File: src/rtl/v_arith_issue_ctrl.sv
// Vector arithmetic issue controller: decodes OPIV*/OPMV* instructions, handles vsetvli,
// and sequences element groups to the ALU lanes. Optional macro V_ARITH_MASK_EN adds mask_en_o.
module v_arith_issue_ctrl #(
  parameter int VLEN  = 1024,
  parameter int LANES = 4,
  parameter int VL_W  = 11
) (
  input  logic             clk,
  input  logic             reset,
  input  logic [31:0]      instr_i,
  input  logic [31:0]      rs1_data_i,
  input  logic             instr_valid_i,
  output logic             instr_ready_o,
  output logic [4:0]       alu_op_o,
  output logic [1:0]       src_sel_o,
  output logic [31:0]      scalar_o,
  output logic [4:0]       vs1_o,
  output logic [4:0]       vs2_o,
  output logic [4:0]       vd_o,
  output logic [VL_W-1:0]  group_idx_o,
  output logic [LANES-1:0] lane_en_o,
  output logic             issue_valid_o,
  input  logic             issue_ready_i,
  output logic [VL_W-1:0]  vl_o,
  output logic [1:0]       sew_o,
  output logic             done_o,
  output logic             illegal_o
`ifdef V_ARITH_MASK_EN
  ,
  output logic             mask_en_o
`endif
);

  localparam logic [6:0] OPC_V = 7'b1010111;

  typedef enum logic [1:0] {IDLE, ISSUE, FIN} state_t;

  state_t           state_q;
  logic             ready_q;
  logic [4:0]       op_q;
  logic [1:0]       src_q;
  logic [31:0]      scalar_q;
  logic [4:0]       vs1_q, vs2_q, vd_q;
  logic [VL_W-1:0]  grp_q;
  logic [LANES-1:0] lane_q;
  logic             valid_q;
  logic [VL_W-1:0]  vl_q;
  logic [1:0]       sew_q;
  logic             done_q;
  logic             illegal_q;
  logic             mask_q;

  logic [5:0] funct6;
  logic [2:0] funct3;
  logic       vm;
  logic       is_vec, is_opi, is_opm, is_ivi, is_x, is_cfg, cfg_ok;

  assign funct6 = instr_i[31:26];
  assign funct3 = instr_i[14:12];
  assign vm     = instr_i[25];
  assign is_vec = (instr_i[6:0] == OPC_V);
  assign is_opi = (funct3 == 3'b000) || (funct3 == 3'b011) || (funct3 == 3'b100);
  assign is_opm = (funct3 == 3'b010) || (funct3 == 3'b110);
  assign is_ivi = (funct3 == 3'b011);
  assign is_x   = (funct3 == 3'b100) || (funct3 == 3'b110);
  assign is_cfg = (funct3 == 3'b111);
  // Only vsetvli with zimm[5:3] in 0..2 is accepted as a configuration.
  assign cfg_ok = !instr_i[31] && !instr_i[25] && (instr_i[24:23] != 2'b11);

  logic [31:0]     vlmax_d;
  logic [VL_W-1:0] vl_d;

  assign vlmax_d = 32'(VLEN) >> (32'd3 + {30'd0, instr_i[24:23]});
  assign vl_d    = (rs1_data_i < vlmax_d) ? rs1_data_i[VL_W-1:0] : vlmax_d[VL_W-1:0];

  logic [4:0]  op_d;
  logic [1:0]  src_d;
  logic [31:0] scalar_d;
  logic        legal_d;
  logic        known, mul_fam, ivi_bad, mask_ok, is_shift;

  always_comb begin
    op_d  = 5'd0;
    known = 1'b1;
    casez (funct6)
      6'b000000: op_d = 5'd0;
      6'b000010: op_d = 5'd1;
      6'b001001: op_d = 5'd2;
      6'b001010: op_d = 5'd3;
      6'b001011: op_d = 5'd4;
      6'b010111: op_d = 5'd5;
      6'b100101: op_d = is_opm ? 5'd6 : 5'd10;
      6'b100110: op_d = 5'd7;
      6'b100111: op_d = 5'd8;
      6'b100100: op_d = 5'd9;
      6'b101000: op_d = 5'd11;
      6'b101001: op_d = 5'd12;
      6'b011???: op_d = 5'd13 + {2'b00, funct6[2:0]};
      6'b000100: op_d = 5'd21;
      6'b000101: op_d = 5'd22;
      default:   known = 1'b0;
    endcase
    mul_fam  = (op_d >= 5'd6) && (op_d <= 5'd9);
    ivi_bad  = is_ivi && ((op_d == 5'd1) || (op_d == 5'd15) || (op_d == 5'd16) ||
                          (op_d == 5'd21) || (op_d == 5'd22));
`ifdef V_ARITH_MASK_EN
    mask_ok  = 1'b1;
`else
    mask_ok  = (op_d == 5'd5) ? !vm : vm;
`endif
    legal_d  = known && (mul_fam ? is_opm : is_opi) && !ivi_bad && mask_ok;
    is_shift = (op_d == 5'd10) || (op_d == 5'd11) || (op_d == 5'd12);
    if (is_ivi) begin
      src_d    = 2'b10;
      scalar_d = is_shift ? {27'd0, instr_i[19:15]} : {{27{instr_i[19]}}, instr_i[19:15]};
    end else if (is_x) begin
      src_d    = 2'b01;
      scalar_d = rs1_data_i;
    end else begin
      src_d    = 2'b00;
      scalar_d = 32'd0;
    end
  end

  logic [VL_W:0]    grp_sum;
  logic [VL_W:0]    vl_ext;
  logic [LANES-1:0] lane_first, lane_next;

  assign grp_sum = {1'b0, grp_q} + (VL_W+1)'(LANES);
  assign vl_ext  = {1'b0, vl_q};

  for (genvar gi = 0; gi < LANES; gi++) begin : g_lane
    assign lane_first[gi] = (VL_W+1)'(gi) < vl_ext;
    assign lane_next[gi]  = (grp_sum + (VL_W+1)'(gi)) < vl_ext;
  end

  always_ff @(posedge clk or negedge reset) begin
    if (!reset) begin
      state_q   <= IDLE;
      ready_q   <= 1'b1;
      op_q      <= '0;
      src_q     <= '0;
      scalar_q  <= '0;
      vs1_q     <= '0;
      vs2_q     <= '0;
      vd_q      <= '0;
      grp_q     <= '0;
      lane_q    <= '0;
      valid_q   <= 1'b0;
      vl_q      <= '0;
      sew_q     <= 2'b10;
      done_q    <= 1'b0;
      illegal_q <= 1'b0;
      mask_q    <= 1'b0;
    end else begin
      done_q    <= 1'b0;
      illegal_q <= 1'b0;
      case (state_q)
        IDLE: begin
          if (instr_valid_i) begin
            if (!is_vec) begin
              illegal_q <= 1'b1;
            end else if (is_cfg) begin
              if (cfg_ok) begin
                sew_q   <= instr_i[24:23];
                vl_q    <= vl_d;
                done_q  <= 1'b1;
                ready_q <= 1'b0;
                state_q <= FIN;
              end else begin
                illegal_q <= 1'b1;
              end
            end else if (!legal_d) begin
              illegal_q <= 1'b1;
            end else begin
              op_q     <= op_d;
              src_q    <= src_d;
              scalar_q <= scalar_d;
              vs1_q    <= instr_i[19:15];
              vs2_q    <= instr_i[24:20];
              vd_q     <= instr_i[11:7];
              mask_q   <= !vm;
              grp_q    <= '0;
              ready_q  <= 1'b0;
              // An empty vector completes without touching the lanes.
              if (vl_q == '0) begin
                done_q  <= 1'b1;
                state_q <= FIN;
              end else begin
                lane_q  <= lane_first;
                valid_q <= 1'b1;
                state_q <= ISSUE;
              end
            end
          end
        end
        ISSUE: begin
          if (issue_ready_i) begin
            if (grp_sum >= vl_ext) begin
              valid_q <= 1'b0;
              done_q  <= 1'b1;
              state_q <= FIN;
            end else begin
              grp_q  <= grp_sum[VL_W-1:0];
              lane_q <= lane_next;
            end
          end
        end
        FIN: begin
          ready_q <= 1'b1;
          state_q <= IDLE;
        end
        default: begin
          ready_q <= 1'b1;
          valid_q <= 1'b0;
          state_q <= IDLE;
        end
      endcase
    end
  end

  assign instr_ready_o = ready_q;
  assign alu_op_o      = op_q;
  assign src_sel_o     = src_q;
  assign scalar_o      = scalar_q;
  assign vs1_o         = vs1_q;
  assign vs2_o         = vs2_q;
  assign vd_o          = vd_q;
  assign group_idx_o   = grp_q;
  assign lane_en_o     = lane_q;
  assign issue_valid_o = valid_q;
  assign vl_o          = vl_q;
  assign sew_o         = sew_q;
  assign done_o        = done_q;
  assign illegal_o     = illegal_q;
`ifdef V_ARITH_MASK_EN
  assign mask_en_o     = mask_q;
`else
  logic unused_mask;
  assign unused_mask   = mask_q;
`endif

endmodule

File: config.mk
export PLATFORM = sky130hd
export DESIGN_NAME = v_arith_issue_ctrl
export DESIGN_NICKNAME = d
export VERILOG_FILES = /design/src/rtl/v_arith_issue_ctrl.sv
export SDC_FILE = /design/constraint.sdc
export NUM_CORES = 1
export LEC_CHECK = 0
export ABC_CLOCK_PERIOD_IN_PS = 6920
export BUFFER_PORTS_ARGS = -buffer_cell sky130_fd_sc_hd__buf_2
export CAP_MARGIN = 0
export CORE_MARGIN = 3
export CORE_UTILIZATION = 30
export DETAILED_ROUTE_END_ITERATION = 10
export GPL_TIMING_DRIVEN = 1
export SYNTH_ARGS = -nofsm -noshare
export SYNTH_HDL_FRONTEND = slang
export SYNTH_SLANG_ARGS = --single-unit
export TNS_END_PERCENT = 30
File: constraint.sdc
create_clock -name clk -period 6.92 [get_ports clk]
set_input_delay 1.384 -clock clk [delete_from_list [all_inputs] [get_ports clk]]
set_output_delay 1.384 -clock clk [all_outputs]
set_load 0.005 [all_outputs]
[Word level (Yosys, flattened, before mapping)]
Index checks and enable logic that the tools add are counted.
Cells by class
  shift-type cells: 1
  $add $sub $neg: 6
  equal/unequal tests: 42
  order comparisons: 12
  bitwise gates (word level): 3
  multiplexer cells: 64
  reduce and logical (&&, ||, !) cells: 33
Operators with widths (number)
  $mux W32: 3
  $mux W11: 7
  $pmux W5 S14: 1
  $lt A12 B11 Y1: 4
  $eq A6 B6 Y1 const B: 6
  $lt A32 B32 Y1: 1
  $mux W4: 8
  $shr A11 B3 Y32 const A: 1
  $mux W1: 30
  $add A12 B2 Y12 const B: 2
  $lt A1 B11 Y1 const A: 2
  $lt A2 B11 Y1 const A: 2
  $pmux W11 S2: 1
  $eq A5 B4 Y1 const B: 4
  $eq A6 B4 Y1 const B: 3
  $mux W2: 9
  $ne A2 B2 Y1 const B: 9
  $reduce_and A8 Y1: 2
  $eq A5 B5 Y1 const B: 3
  $reduce_and A5 Y1: 3
  $reduce_or A15 Y1: 1
  $add A11 B3 Y12 const B: 1
  $add A12 B1 Y12 const B: 1
  $eq A6 B3 Y1 const B: 2
  30 further kinds: 55
Storage, ports and cells
  output and inout port bits: 86
  bits in registers: 88
  logic and storage cells: 176

[Logic depth before layout (Yosys ltp)]
Gate-level depths: netlist (run 1).
  word-level depth: 18
  gate-level depth with buffers: 13
  gate-level depth less buffers: 12

[Least setup slack after synthesis (run 1)]
No wires, ideal clock.
  kind: input -> register
  from: input port instr_i[27]
  to: register src_q[1], in the netlist src_sel_o[1]
  data required time: 6792 ps
  buffers on the path: 3
  arrival time: 3914 ps
  path slack: 2878 ps
  library setup time: 128 ps
  cell stages on the path: 12
  cells stage by stage: inv_1 > ha_1 > clkbuf_1 > o2111a_1 > nor4_4 > nor4_1 > o311ai_1 > nand3_2 > buf_4 > nor3_4 > buf_6 > mux2_1
Between the ends
  word-level cells in the longest chain between the ends: 12
  elaborated cells on any way between the ends: 39
  those cells by class: add/sub (1); order compare (2); eq/ne (19); mux (4); reduce/logical (13)
Ends and longest elaborated chain
  start: declaration: RTL line 10  | input logic [31:0] instr_i,
  branches (longest 10 deep; another with $add A4 B3 Y5)
  $logic_and A1 B1 Y1 (*): RTL line 111  | legal_d = known && (mul_fam ? is_opm : is_opi) && !ivi_bad && mask_ok;
  $reduce_and A5 Y1 (no line) (*)
  end signal: assignment: RTL line 177  | src_q <= src_d;
  end: declaration: RTL line 41  | logic [1:0] src_q;
Every way passes the cells marked *.
A chain may end at the register's enable or synchronous reset.

[Final worst setup path (run 1)]
  from: input port instr_i[26]
  to: register scalar_q[4], in the netlist scalar_o[4]
Between the ends
  word-level cells in the longest chain between the ends: 12
  elaborated cells on any way between the ends: 39
  those cells by class: add/sub (1); order compare (2); eq/ne (19); mux (4); reduce/logical (13)
Ends and longest elaborated chain
  branches (longest 10 deep; another with $add A4 B3 Y5)
  $logic_and A1 B1 Y1 (*): RTL line 111
  $reduce_and A5 Y1 (no line) (*)
  end signal: assignment: RTL line 178  | scalar_q <= scalar_d;
  end: declaration: RTL line 42  | logic [31:0] scalar_q;
Marks and branches as above.

==> impl_results.md, run 1 <==
- Status: completed
- Main synth FF type: dfrtp_1
- Final min period: 4.785 ns
- Post-synth EDFFs: 0
- Vias in the first global route: between 4000 and 5000
- Post-CTS sizing: 0
- Pwr Total: 0.001188 W
- Pwr per Cell Area: around 180 mW/mm^2
- Measured slew at the worst slew-check pin: around 1.1 ns
- Largest fanout on the critical path: 28
- Flop pwr share: 45.0%
- Async S/R FF share, synth: 100.0%
- Worst-Skew Late Latency: 0.35 ns
- First-pass GRT wire length: 25690 um
- Part of the cycle the worst path needs: 69.15%
- # setup viols final: 0
- Setup CP Type: primary input to flip-flop
- I/O pin count: 154
- CTS tree: yes
- Worst R2R End: lane_en_o[1]
- Remaining antenna violation count: 0
- Slew Viols, Final: 0
- Netlist cell types: between 70 and 80
- Pleak: 3.598 nW
- Core Rows: 48
- Seq cells post-synth: 86
- Setup repair after global routing missed its margin: false
- Most common cell after layout, fill and taps aside: buf_2
- Dpl hpwl: 12010 um
- FF/Latch Area: 0.002155 sq mm
- Clk slew on worst S/H paths: around 0.06 ns
- Startpoint class of the critical path: primary input
- Tightest Hold Check Type: flip-flop to flip-flop
- Worst Path Arrival: between 5 and 6 ns
- Finished Cell Area: approximately 0.0066 sq mm
- Die X: 140.6 um
- Cell area after synthesis: around 0.0054 sq mm
- Worst R2R Start: group_idx_o[4]
- Multi-input gate area: 0.003027 sq mm
- DRC errors left: 0
- Fin cells: 907
- CP required: 7.15 ns
- Internal power: 0.0008667 W
- CP Launch Point: instr_i[26]
- Sink Count: 86
- DR vias/cell: 5.261
- Reg2reg setup slack: 3.23 ns
- H-Tree Depth: 3
- Setup crit end: scalar_o[4]
- Setup TNS: 0 ns
- Initial antenna violation count: 0
- Share of cells above drive strength 1: 28.74%
- Net switching power: 0.0003212 W
- CTS root buf: clkbuf_16
- Largest net degree at the start of global routing: 54
- Slew headroom: 23.68%
- Setup crit end kind: flip-flop
- Max_cap viols: 0
- Combinational power share: 13.8%
- Core Box Area: between 0.015 and 0.02 sq mm
- 1st-pass router iterations: 4
- CTS max path bufs: 2
- Overflow after GRT: 0
- Port bufs: 151
- Cell count after placement: 892
- Total die area: 0.01978 sq mm
- Wirelength per Cell: 17.78 um
- Mean area per synthesized cell: 10.02 sq um
- Final hold vios: 0
- Initial Utilization: 31.01%
- Vias: between 4000 and 5000
- CTS Buf Count: 9
- Clk_skew: ~0.011 ns
- # Post-CTS Setup Buffers: 0
- Path depth of the worst reg2reg path: 10
- Net Sw Frac: between 20% and 30%
- Maximum vdd ir drop: 121.0 uV
- Seq/Total Area, Yosys: 39.61%
- Synth Warn #: 0
- Filler Cell Count: 1821
- Global placement routability congestion: approximately 0.88
- Post-Syn Instances: approximately 540
- Area grow syn2layout: 21.83%
- Post-CTS Hold Buffers: 0
- DRT iter0 DRCs: 260
- Final WL: 16120 um
- Overall global routing resource usage: 16.21%
- Max Freq: roughly 210 MHz
- Clock Power Share: around two fifths
- Post-Place Cell Area: approximately 0.0063 sq mm
- Most frequent cells in the layout: buf_2, dfrtp_1, nand2_1
- Diodes inserted: 0
- NumNets Final: 779
- DIE HEIGHT: between 100 and 150 um
## worst max-delay path: stages
cell and delay [ns]:
buf_2 0.12, ha_1 0.25, inv_1 0.06, ha_1 0.26, or2_2 0.27, o22ai_1 0.13, nor3_1 0.11, a2111oi_0 0.45
a311o_1 0.21, and4_1 0.81, nand2_1 0.48, a221o_1 0.47
## sequential cells by signal, indices dropped and copies added (netlist names), 2 cells and up
name	count
alu_op_o	5
group_idx_o	9
lane_en_o	4
scalar_o	32
sew_o	2
src_sel_o	2
state_q	2
vd_o	5
vl_o	11
vs1_o	5
vs2_o	5
## worst min-delay path by stage
stage              from  cells after the start  endpoint
2_1_floorplan  sew_o[1]                      2  sew_o[1]
3_3_place_gp   sew_o[1]                      2  sew_o[1]
3_5_place_dp   sew_o[1]                      2  sew_o[1]
4_1_cts        sew_o[1]                      2  sew_o[1]
5_1_grt        vs2_o[0]                      1  vs2_o[0]
6_report       sew_o[1]                      2  sew_o[1]
## per-stage QoR
step | utilization (%) | hold WS [ns] | worst slack (ns)
detailed placement | 36.14 | 0.4512 | 1.738
finish | 37.79 | 0.4594 | 2.135
CTS | 37.79 | 0.4604 | 2.110
floorplan | - | 0.4482 | 2.878
global route | 37.79 | 0.4942 | 1.863
global placement | 36.14 | 0.4470 | 1.869
## cell type report
class / count / area share, %
repair buffers: 156 / 12.01
clock inverters: 5 / 0.7553
inverters: 21 / 1.190
multi-input cells: 404 / 45.68
well taps: 225 / 4.248
flip-flops and latches: 86 / 32.52
clock buffers: 10 / 3.606
## per-layer routing
layer  vias up  share of wire (%)  GRT usage, %
met2       161                 45         26.03
met4         0                1.9         5.048
met1      2299                 47         22.07
met5         -                  0             0
li1       2292                  -             -
met3        20                5.3         3.256
## cells in the mapped netlist, types with 3 or more instances
master     number  area (sq um)
a2111oi_0       7         61.31
a211o_1        27         236.5
a211oi_1        4         30.03
a21boi_0       31         232.7
a21o_1         11         82.58
a21oi_1        11         55.05
a31o_2          4         35.03
and3_1          4         25.02
and4_1          4         35.03
buf_2           6         30.03
buf_4           6         45.04
buf_6           5         56.30
clkbuf_1       15         56.30
dfrtp_1        84          2102
ha_1           33         412.9
inv_1          21         78.83
mux2_1         22         247.7
nand2_1        43         161.4
nand2b_1        6         37.54
nand3_1        24         120.1
nand3b_1        4         30.03
nand4_1         6         37.54
nor2_1         18         67.56
nor2b_1         5         31.28
nor3_1          8         40.04
nor4_1          9         56.30
o2111ai_1       3         26.28
o211ai_1        4         30.03
o21a_1          6         45.04
o21ai_0        32         160.2
o22ai_1         3         18.77
o31ai_1         3         22.52
or2_2           3         18.77
or3b_1          3         26.28
xnor2_1        14         122.6
xor2_1          4         35.03
## power groups by stage
stage                     clock network, W  registers (W)  logic [W]
after floorplan                          0       0.000532   0.000101
after global placement                   0       0.000543   0.000163
after detailed placement                 0       0.000543   0.000163
after CTS                         0.000504       0.000534   0.000165
after global routing              0.000524       0.000536   0.000183
final                             0.000489       0.000535   0.000164
## logic make-up (layout without fill, tap and decap cells)
logic type	after synthesis	in the layout	share of synthesized area [%]
compound gates	164	164	22.61
xor+xnor	18	18	2.899
fa+ha+maj	33	33	7.592
buf+inv	54	192	4.969
flops	86	86	39.61
mux	25	25	5.153
other cells	1	2	0.06895
simple gates	162	162	17.09
No activity file was read; power rests on OpenSTA's default activity.
==> run 2, diff against run 1 <==
Settings changed: ABC_AREA set to 1, ABC_CLOCK_PERIOD_IN_PS 6920 to 5000.
Clock period 6.92 ns to 5 ns, I/O delays scaled along.
==> impl_results.md, run 2 <==
- FF/Latch Area: 0.002155 sq mm (unchanged)
- Critical Path Max Stage Delay: 0.42 ns (-0.39 ns)
- Post-CTS sizing: 0 (unchanged)
- Cell Chain, Critical Path: buf_2 -> inv_1 -> ha_1 -> o211ai_1 -> nand2_1 -> nor2_2 -> inv_2 -> nor2_1 -> nand2_1 -> nand2_1 -> nand3_1 -> nor2_2 -> nand3_2 -> nor2_4 -> inv_2 -> o21ai_0 -> inv_1
- Initial antenna violation count: 0 (unchanged)
- Slew headroom: 32.24% (+8.6 points)
- Global placement routability congestion: 0.9014 (+2.4%)
- DIE HEIGHT: 139.6 um (-0.77%)
- Final hold vios: 0 (unchanged)
- Cell count after placement: 1077 (+21%)
- Top area cells in the synthesized netlist: dfrtp_1, nand2_1, nand3_1
- Async S/R FF share, synth: 100.0% (unchanged)
- NumNets Final: 964 (+24%)
- Remaining antenna violation count: 0 (unchanged)
- Post-synth EDFFs: 0 (unchanged)
- Setup TNS: 0 ns (unchanged)
- Cell with the most instances after synthesis: nand2_1
- Max_cap viols: 0 (unchanged)
- Share of cells above drive strength 1: 23.16% (-5.6 points)
- Path depth of the worst reg2reg path: 17 (+7)
- Largest fanout on the critical path: 36 (+29%)
- Seq cells post-synth: 86 (unchanged)
- Max reg flops: 32 (unchanged)
- Synth top cells by count: nand2_1, inv_1, dfrtp_1
- CP required: 5.23 ns (-1.92 ns)
- Multi-input gate area: 0.002689 sq mm (-11%)
- Final WL: 15930 um (-1.2%)
- Synth Warn #: 0 (unchanged)
- Initial Utilization: 30.83% (-0.18 points)
- Diodes inserted: 0 (unchanged)
- Hold-critical path depth: 2 (unchanged)
- Critical Path Most Common Cell: nand2_1
- Fin cells: 1093 (+21%)
- Seq/Total Area, Yosys: 40.26% (+0.65 points)
- Clk slew on worst S/H paths: 0.06 ns (about the same)
- Dpl hpwl: 12520 um (+4.2%)
- Most common cell after layout, fill and taps aside: nand2_1
- Critical path's slowest cell: nor2_4
- Core Rows: 48 (unchanged)
- Core Box Area: 0.01736 sq mm (-1.0%)
- Synth area leader: dfrtp_1
- 1st-pass router iterations: 6 (+2)
- WP buf/inv: 5 (+3)
- Cell area after synthesis: 0.005351 sq mm (-1.6%)
- Maximum vdd ir drop: 162.5 uV (+34%)
- Final min period: about 3.6 ns
- Pwr per Cell Area: 261.3 mW/mm^2 (+46%)
- Area grow syn2layout: 23.47%
- First-pass GRT wire length: 25940 um (+1.0%)
- Worst-Skew Late Latency: 0.35 ns (about the same)
- Die X: 139.6 um (-0.77%)
- CTS max path bufs: 2 (unchanged)
- Sink Count: 86 (unchanged)
- # Post-CTS Setup Buffers: 0 (unchanged)
- Port bufs: 151 (unchanged)
- Slew Viols, Final: 0 (unchanged)
- Most frequent cells in the layout: nand2_1, buf_2, inv_1
- Wirelength per Cell: 14.57 um (-18%)
- Measured slew at the worst slew-check pin: 1.013 ns (-0.1284 ns)
- Tightest Hold Check Type: flip-flop to flip-flop
- Largest delay share family, worst path: simple AND/OR/NAND/NOR gates
- Pleak: 3.766 nW (+4.7%)
- Minimum hold slack: 0.4642 ns (+0.004790 ns)
- Worst Path Arrival: 3.84 ns (-1.17 ns)
- Status: completed
- DRC errors left: 0 (unchanged)
- WP depth: 17 (+5)
- Overall global routing resource usage: 16.61% (+0.41 points)
- Main synth FF type: dfrtp_1
- DRT iter0 DRCs: 237 (-8.8%)
- Max Freq: 277.0 MHz
- CTS root buf: clkbuf_16
- H-Tree Depth: 3 (unchanged)
- Vias: 5104 (+7.0%)
- Overflow after GRT: 0 (unchanged)
- Vias in the first global route: 4975 (+5.6%)
- # setup viols final: 0 (unchanged)
- Clk_skew: 0.007777 ns (-0.003506 ns)
- CTS tree: yes
- Netlist cell types: 38 (-51%)
- Setup CP Type: primary input to flip-flop
- Setup repair after global routing missed its margin: false
- Synth top area share: 39.28% (+0.63 points)
- Startpoint class of the critical path: primary input
- Total die area: 0.01948 sq mm (-1.5%)
- I/O pin count: 154 (unchanged)
- Post-CTS Hold Buffers: 0 (unchanged)
- Part of the cycle the worst path needs: 72.20%
- DR vias/cell: 4.670 (-11%)
- Mean area per synthesized cell: 7.464 sq um (-25%)
- Largest net degree at the start of global routing: 59 (+9.3%)
- CTS Buf Count: 9 (unchanged)
- Filler Cell Count: 1866 (+2.5%)
- Post-Syn Instances: 717 (+32%)
- Setup crit end kind: flip-flop
-- run 2: cell count changes after synthesis, sizes merged, moves of 6 or more --
| cell | previous run | this run |
|---|---|---|
| a211o | 27 | 0 |
| a21o | 11 | 1 |
| a21oi | 11 | 24 |
| inv | 21 | 101 |
| nand4 | 6 | 13 |
| mux2 | 24 | 0 |
| nand3 | 26 | 86 |
| a2111oi | 8 | 0 |
| o21ai | 33 | 74 |
| xnor2 | 14 | 4 |
| a21boi | 31 | 0 |
| nand2b | 6 | 0 |
| nand2 | 44 | 175 |
| nor2 | 19 | 51 |
-- run 2: kinds of logic after synthesis --
kind of cell	count (synthesis)	share of synthesized area, %
buffers and inverters	124	9.609
flip-flops	86	40.26
adder cells (fa/ha/maj)	33	7.716
XOR/XNOR	12	1.964
AND/OR/NAND/NOR	346	28.88
AO/OA/AOI/OAI	115	11.50
other	1	0.07008
-- run 2: worst min-delay path, delay by kind of cell, from the launching register on --
| kind | cells | cell delay [ns] |
|---|---|---|
| flops | 1 | 0.36 |
| simple gates | 2 | 0.10 |
-- run 2: worst paths after layout --
path	startpoint	end	slack, ns
setup / recovery	instr_i[26]	scalar_o[4]	1.39
hold / removal	instr_ready_o	instr_ready_o	0.46
setup reg to reg	group_idx_o[4]	group_idx_o[5]	2.00
hold reg to reg	instr_ready_o	instr_ready_o	0.46
max in group asynchronous	reset	sew_o[1]	3.34
min in group asynchronous	reset	vd_o[3]	0.68
-- run 2: cell type report --
cell class	count	share of cell area (%)
clock buffers	12	3.882
clock inverters	4	0.4734
inverters	101	5.738
multi-input cells	508	40.69
flip-flops and latches	86	32.61
well taps	225	4.261
repair buffers	157	12.35
-- run 2: power breakdown --
part,leakage (nW),total (W),internal [W],switching (W)
Combinational,2.50,0.000327,0.000111,0.000216
Sequential,1.13,0.000750,0.000730,0.0000208
Clock,0.143,0.000650,0.000366,0.000284
Total,3.77,0.00173,0.00121,0.000520
-- run 2: per-layer routing --
layer | GRT usage, % | part of all wire (%) | up-vias
met2 | 25.01 | 44 | 156
met5 | 0 | 0 | -
li1 | - | - | 2649
met1 | 22.40 | 46 | 2281
met4 | 5.150 | 2.4 | 0
met3 | 6.048 | 7.5 | 18
-- run 2: through the flow --
stage          setup WS [ns]  utilization, %   power, W  cell area [sq um]
2_1_floorplan          1.906               -  0.0009528               5355
3_3_place_gp           1.012           36.41   0.001091               6320
3_5_place_dp          0.9915           36.41   0.001092               6320
4_1_cts                1.361           38.07   0.001760               6608
5_1_grt                1.005           38.07   0.001835               6608
6_report               1.390           38.07   0.001727               6608
